`src/rtl/fsb_traffic_gen_node.sv`:
```
// FSB initiator node: sources numbered 80-bit packets and checks
// the returned stream in order, reporting counts, errors and timeout.
module fsb_traffic_gen_node #(
  parameter logic [7:0]  node_id_p         = 8'h00,
  parameter logic [7:0]  tag_p             = 8'h5A,
  parameter logic [79:0] resp_mask_p       = 80'h0,
  parameter int          max_outstanding_p = 4,
  parameter int          timeout_p         = 1024
) (
  input  logic        clk_i,
  input  logic        reset_n_i,
  input  logic        en_i,
  input  logic        start_i,
  input  logic [15:0] num_pkts_i,
  output logic        v_o,
  output logic [79:0] data_o,
  input  logic        yumi_i,
  input  logic        v_i,
  input  logic [79:0] data_i,
  output logic        ready_o,
  output logic        busy_o,
  output logic        done_o,
  output logic        timeout_o,
  output logic [15:0] sent_cnt_o,
  output logic [15:0] recv_cnt_o,
  output logic [15:0] err_cnt_o,
  output logic [15:0] first_err_seq_o
);

  localparam int TW = $clog2(timeout_p + 1);

  typedef enum logic [1:0] {
    IDLE, RUN, DRAIN, DONE
  } state_e;

  state_e state_q, state_d;

  logic [15:0]   n_q, n_d;
  logic [15:0]   sent_q, sent_d;
  logic [15:0]   recv_q, recv_d;
  logic [15:0]   err_q, err_d;
  logic [15:0]   ferr_q, ferr_d;
  logic [3:0]    out_q, out_d;
  logic [TW-1:0] tmo_q, tmo_d;
  logic          timeout_q, timeout_d;

  logic run_s, drain_s, idle_done_s;
  logic go, send, acc, last_send;
  logic mismatch, tmo_hit, all_recv;

  function automatic logic [79:0] pkt(input logic [15:0] s);
    return {node_id_p, tag_p, s, ~s, s, ~s};
  endfunction

  assign go        = start_i & idle_done_s;
  assign send      = v_o & yumi_i;
  assign acc       = v_i & ready_o;
  assign last_send = send & ((sent_q + 16'd1) == n_q);
  assign mismatch  = data_i != (pkt(recv_q) ^ resp_mask_p);
  assign all_recv  = recv_q == n_q;
  // Only DRAIN cycles with en_i high and no accept advance the timer.
  assign tmo_hit   = en_i & ~acc & (tmo_q == TW'(timeout_p - 1));

  // State register
  always_ff @(posedge clk_i or negedge reset_n_i) begin
    if (!reset_n_i) state_q <= IDLE;
    else            state_q <= state_d;
  end

  // Next-state logic
  always_comb begin
    state_d = state_q;
    unique case (state_q)
      IDLE, DONE: begin
        if (start_i) state_d = (num_pkts_i == 16'd0) ? DONE : RUN;
      end
      RUN: begin
        if (last_send) state_d = DRAIN;
      end
      DRAIN: begin
        if (all_recv || tmo_hit) state_d = DONE;
      end
      default: state_d = IDLE;
    endcase
  end

  // State decode and handshake outputs
  always_comb begin
    run_s       = state_q == RUN;
    drain_s     = state_q == DRAIN;
    idle_done_s = (state_q == IDLE) | (state_q == DONE);
    busy_o      = run_s | drain_s;
    done_o      = state_q == DONE;
    v_o         = en_i & run_s & (out_q < 4'(max_outstanding_p));
    ready_o     = en_i & busy_o & (recv_q < sent_q);
    data_o      = run_s ? pkt(sent_q) : 80'h0;
  end

  // Counter and checker next-state
  always_comb begin
    n_d       = n_q;
    sent_d    = sent_q;
    recv_d    = recv_q;
    err_d     = err_q;
    ferr_d    = ferr_q;
    out_d     = out_q;
    tmo_d     = tmo_q;
    timeout_d = timeout_q;
    if (go) begin
      n_d       = num_pkts_i;
      sent_d    = '0;
      recv_d    = '0;
      err_d     = '0;
      ferr_d    = '0;
      out_d     = '0;
      tmo_d     = '0;
      timeout_d = 1'b0;
    end else begin
      if (send) sent_d = sent_q + 16'd1;
      if (acc) begin
        recv_d = recv_q + 16'd1;
        if (mismatch) begin
          if (err_q != 16'hFFFF) err_d = err_q + 16'd1;
          if (err_q == 16'd0)    ferr_d = recv_q;
        end
      end
      unique case (1'b1)
        send & ~acc: out_d = out_q + 4'd1;
        acc & ~send: out_d = out_q - 4'd1;
        default:     out_d = out_q;
      endcase
      if (!drain_s)   tmo_d = '0;
      else if (acc)   tmo_d = '0;
      else if (en_i)  tmo_d = tmo_q + TW'(1);
      if (drain_s && tmo_hit && !all_recv) timeout_d = 1'b1;
    end
  end

  // Counter and checker registers
  always_ff @(posedge clk_i or negedge reset_n_i) begin
    if (!reset_n_i) begin
      n_q       <= '0;
      sent_q    <= '0;
      recv_q    <= '0;
      err_q     <= '0;
      ferr_q    <= '0;
      out_q     <= '0;
      tmo_q     <= '0;
      timeout_q <= 1'b0;
    end else begin
      n_q       <= n_d;
      sent_q    <= sent_d;
      recv_q    <= recv_d;
      err_q     <= err_d;
      ferr_q    <= ferr_d;
      out_q     <= out_d;
      tmo_q     <= tmo_d;
      timeout_q <= timeout_d;
    end
  end

  assign timeout_o       = timeout_q;
  assign sent_cnt_o      = sent_q;
  assign recv_cnt_o      = recv_q;
  assign err_cnt_o       = err_q;
  assign first_err_seq_o = ferr_q;

endmodule

```
`config.mk`:
```
export PLATFORM = sky130hd
export DESIGN_NAME = fsb_traffic_gen_node
export DESIGN_NICKNAME = d
export VERILOG_FILES = /design/src/rtl/fsb_traffic_gen_node.sv
export SDC_FILE = /design/constraint.sdc
export NUM_CORES = 1
export LEC_CHECK = 0
export CAP_MARGIN = 5
export CELL_PAD_IN_SITES_DETAIL_PLACEMENT = 1
export CELL_PAD_IN_SITES_GLOBAL_PLACEMENT = 1
export CORE_UTILIZATION = 36
export DETAILED_ROUTE_END_ITERATION = 6
export GPL_TIMING_DRIVEN = 0
export PLACE_DENSITY_LB_ADDON = 0.1
export SLEW_MARGIN = 20
export SYNTH_ARGS = -nofsm -noshare
export SYNTH_HDL_FRONTEND = slang
export SYNTH_SLANG_ARGS = --single-unit
```
`constraint.sdc`:
```
create_clock -name clk_i -period 5.04 [get_ports clk_i]
set_clock_uncertainty 0.2 [all_clocks]
set_input_delay 0.756 -clock clk_i [delete_from_list [all_inputs] [get_ports clk_i]]
set_output_delay 0.756 -clock clk_i [all_outputs]
set_load 0.05 [all_outputs]
```
======== Word-level counts from Yosys, hierarchy flattened ========
Cells that the tools add are included.
storage, ports and cells
  flip-flop bits (word level) ............. 98
  bits in latches ......................... 0
  memory bits (writable) .................. 0
  memory bits (read-only) ................. 0
  memories kept ........................... 0
cells by class
  $add $sub $neg .......................... 6
  multiply operators ...................... 0
  div/mod/pow operators ................... 0
  $lt $le $gt $ge ......................... 2
  equal/unequal tests ..................... 12
  shift operators ......................... 0
  mux-type cells .......................... 26
  bitwise logic cells ..................... 18
  reductions and logical operators ........ 18
operator list
  cell                   count
  $mux 16                12
  $ne 80x71->1           1
  $mux 71                1
  $add 16x1->16 const B  3
  $mux 11                4
  $eq 16x16->1           2
  $logic_not 16->1       2
  $not 16->16            2
  $lt 16x16->1           1
  $ne 16x16->1 const B   1
  $and 1x1->1            12
  $reduce_bool 2->1      6
  $add 11x1->11 const B  1
  $eq 11x10->1 const B   1
  $reduce_and 3->1       3
  $mux 2                 4
  $pmux 4 s2             1
  $pmux 2 s3             1
  $add 4x1->4 const B    1
  $eq 2x2->1 const B     2
  $lt 4x3->1 const B     1
  $mux 4                 1
  $ne 2x1->1 const B     2
  $ne 4x2->1 const B     1
  12 further kinds       16

======== Logic depth before layout (Yosys ltp) ========
  depth in word-level cells ............... 12
  mapped depth ............................ 16
  depth with buffers taken out ............ 14

======== Worst setup path after synthesis ========
OpenSTA, ideal clock, no wires.
  kind .................................... register -> output
  start point ............................. register sent_q[7] (netlist: sent_cnt_o[7])
  end point ............................... output port ready_o
  arrival time ............................ 2,972 ps
  required time ........................... 4,084 ps
  slack ................................... 1,112 ps
  stages on the path, launching flop included .. 8
  path buffers ............................ 1
  cell sequence ........................... dfrtp_1 -> buf_2 -> inv_1 -> ha_1 -> and3_4 -> a221oi_2 -> o2bb2ai_1 -> nor3b_1
on the way
  cells in the longest elaborated chain, start to end .. 2
RTL lines
  what                    line  source
  from (decl)             39    logic [15:0] sent_q, sent_d;
  from (signal assigned)  152   sent_q <= sent_d;
  $lt 16x16->1            95    ready_o = en_i & busy_o & (recv_q < sent_q);
  $and 1x1->1             95
  to (decl)               20    output logic ready_o,
No other way between the ends.

======== Worst setup path after layout ========
  start point ............................. register sent_q[14] (netlist: sent_cnt_o[14])
  end point ............................... output port ready_o
Same word-level chain as after synthesis.

==> results.txt <==
----------------------------------------------------
[Floorplanning]
  Horizontal die dimension ... approximately 140 um
  I/O pins ... roughly 250
  Die footprint ... approximately 0.020 sq mm
  Placeable Area ... around 0.019 sq mm
  Initial core utilization ... 37.3%
  Chip height ... about 140 um
  Number of core rows ... 50

[Critical path]
  Startpoint class of the critical path ... flip-flop
  WP data arrival ... slightly above 3000 ps
  Worst path bufs/invs ... 3
  R2r worst-path depth ... 16
  Crit path cell chain ... clkbuf_1 > inv_1 > ha_1 > and4_1 > nand4_1 > a221o_1 > nor3b_1 > clkdlybuf4s50_1
  Critical path peak fanout ... 7
  Worst path slowest cell ... clkdlybuf4s50_1
  Crit Path Class ... flip-flop to primary output
  Largest stage delay on the critical path ... ~860 ps
  CP Capture Type ... primary output
  Required time reported for the critical path endpoint ... 4080 ps
  Logic depth of the worst path, buffers included ... 8
  Setup crit start ... sent_cnt_o[14]
  Cell family with the largest share of critical-path delay ... buffers and inverters
  Launch instance of the worst register-to-register path ... sent_cnt_o[14]
  Register-to-register setup slack ... around 1300 ps

[Synthesis]
  Number of storage elements in the synthesis netlist ... between 90 and 100
  Async set-or-reset flop fraction in the synthesized netlist ... between 90% and 100%
  Largest area contributor in the netlist ... dfrtp_1
  Number of warning messages in the yosys log ... 0
  Cell types occupying the most area after synthesis ... dfrtp_1 (35%), xnor2_1 (7.4%), nand2_1 (6.1%), buf_4 (5.7%), ha_1 (4.6%)
  EDFF count, synth ... 0
  Number of cells produced by synthesis ... between 800 and 900
  Post-synthesis cell type count ... 62
  Dominant register cell in the synthesized netlist ... dfrtp_1
  Portion of synthesized cell area occupied by the leading cell type ... 34.6%
  Register area share after synthesis ... approximately a third
  Syn Area/Cell ... 8.31 sq um
  Cell area after technology mapping ... about 0.0071 sq mm

[Timing]
  Final period demand of the worst path ... just over 4000 ps
  Fraction of the cycle the final worst path needs ... about 80%
  Number of hold violations in the final report ... 0
  Final setup vio count ... 0
  Pins over their slew limit ... 0
  Post-route setup slack ... approximately 1000 ps
  Least-Margin Pin Slew ... approximately 820 ps
  Worst slew slack as a fraction of its limit ... a little under half
  Highest clock frequency the design can meet ... between 200 and 250 MHz
  RSZ-0062 raised after global routing ... false

[Power]
  Power after layout ... approximately 4.3 mW
  Cell internal pwr ... around 2.2 mW
  Switching part of the total ... ~50%
  Fraction of power consumed by sequential logic ... 24.3%
  VDD IR max ... between 0.0002 and 0.00025 V
  Switch Pwr ... about 2.1 mW
  Pwr Density ... 424 mW/mm^2
  Standby leakage power ... approximately 4.3 nW
  Share of power burned in combinational logic ... between 50% and 60%
  Clock group share of total power ... about 16%

[Drt]
  Number of optimization iterations in the first detailed-route pass ... 5
  Total wire length after detailed routing ... between 20000 and 30000 um
  Detailed-route DRC error count ... 0
  Total number of vias ... just over 7000
  Wire per inst ... between 15 and 20 um
  Via density per instance ... between 5 and 6
  Number of routed nets with antenna violations ... 0
  Violation count after the first detailed-route iteration ... ~310

[Final layout]
  Flip-flop and latch area ... ~0.0025 sq mm
  Net count of the finished layout ... between 1000 and 1500
  Area of all placed cells without fillers ... 0.0102 sq mm
  Total area of multi-input combinational cells ... slightly below 0.004 sq mm
  Count of fill cells added during filler insertion ... about 2300
  Commonest cells after routing, fill and taps aside ... clkdlybuf4s50_1 (236), nand2_1 (116), dfrtp_1 (98), nor2_1 (74), xnor2_1 (60)
  Layout cells sized above 1 ... 9.20%
  Most frequent standard cell in the layout excluding fill and tap cells ... clkdlybuf4s50_1
  Post-synthesis to final-layout area growth ... 43.1%

[Place]
  Placed standard-cell area ... around 0.0099 sq mm
  Number of port buffers ... 237
  Post-placement setup slack ... roughly 950 ps
  Final weighted congestion in routability-driven placement ... a little under 0.9
  Placed wire-length estimate ... around 20000 um

[Global routing]
  Via count of the first global-routing pass ... approximately 7400
  Maximum number of pins on one net before global-route repair ... between 50 and 60
  Grt met2 use ... between 40% and 50%
  Met3 usage in global routing ... 6.93%
  Overall routing resource usage ... 26.5%
  Global-route congestion overflow total ... 0
  Busiest layer in global routing ... met2
  First-pass GRT wire length ... between 40000 and 50000 um
  Number of antenna violations at the first check in global routing ... 2
  Met1 GRT Util ... a little under a third

[Clock network]
  Clock Root Buffer ... clkbuf_16
  Cts bufs inserted ... 9
  Clock slew at reported path FFs ... approximately 70 ps
  Number of clock sinks ... between 90 and 100
  Hold buffers post-CTS ... 0
  TritonCTS clock tree ... built
  # H-tree levels ... 3
  Clk_lat worst skew ... 370 ps
  # Post-CTS Setup Buffers ... 0
  Maximum buffer depth of the clock tree ... 2
  Total of cells resized after clock tree synthesis ... 0

[Outcome]
  Status ... finished, final reports clean

[Worst hold path]
  Worst Hold Class ... input port to async pin

[Run]
  # Max-Cap Violations ... 0

----------------------------------------------------
layer usage:
metal / up-vias / part of all wire [%]
met3: 37 / 7.8
li1: 3372 / -
met1: 3396 / 41
met2: 245 / 49
met4: 0 / 2.7
met5: - / 0
state kept, by name, summed over array words and instances, names as in the netlist:
name,cells
sent_cnt_o,16
first_err_seq_o,16
err_cnt_o,16
n_q,16
state_q,2
recv_cnt_o,16
out_q,4
tmo_q,11
timeout_o,1
cell usage after synthesis (all sizes together), types with 9 or more instances:
| master | number |
|---|---|
| nand2 | 116 |
| dfrtp | 98 |
| buf | 75 |
| nor2 | 74 |
| xnor2 | 60 |
| inv | 38 |
| xor2 | 35 |
| o21ai | 32 |
| a21oi | 31 |
| nand3 | 29 |
| clkbuf | 26 |
| ha | 26 |
| nand4 | 24 |
| nor3 | 22 |
| nor2b | 19 |
| and2 | 18 |
| nor4 | 16 |
| or3 | 14 |
| and3 | 10 |
| mux2i | 9 |
| o31ai | 9 |
metrics by stage:
step / hold slack [ps] / instances / utilization (%) / setup TNS (ps)
CTS: 146 / 1379 / 53.4 / 0
detailed placement: 271 / 1363 / 51.9 / 0
global route: 166 / 1380 / 53.4 / 0
global placement: 261 / 1362 / 51.7 / -82890
floorplan: 260 / 865 / - / 0
finish: 128 / 1380 / 53.4 / 0
kinds of logic after synthesis:
family / share of synthesized area, %
fa+ha+maj: 4.87
flops: 34.6
buf+inv: 10.6
xor+xnor: 11.7
mux: 1.43
compound gates: 9.77
simple gates: 27.0
other cells: 0.0528
path summary, 6_finish.rpt:
kind                                        to
max in group asynchronous        sent_cnt_o[5]
hold / removal                    err_cnt_o[5]
min in group clk_i         first_err_seq_o[14]
hold reg to reg            first_err_seq_o[14]
setup / recovery                       ready_o
setup reg to reg                      out_q[3]
area by class of cell:
type	instances	share of cell area, %
Antenna cell	1	0.0246
Buffer	101	6.00
Sequential cell	98	24.1
Clock buffer	9	2.22
Timing Repair Buffer	238	23.6
Tap cell	260	3.20
Clock inverter	7	0.628
Multi-Input combinational cell	628	38.7
Inverter	38	1.40
power groups by stage:
stage / Clock (mW) / Combinational, mW / Sequential [mW]
final: 0.697 / 2.56 / 1.05
after detailed placement: 0 / 2.57 / 1.06
after CTS: 0.704 / 2.58 / 1.05
after floorplan: 0 / 1.67 / 1.08
after global placement: 0 / 2.53 / 1.06
after global routing: 0.737 / 2.75 / 1.06
(Power assumes the default switching activity.)
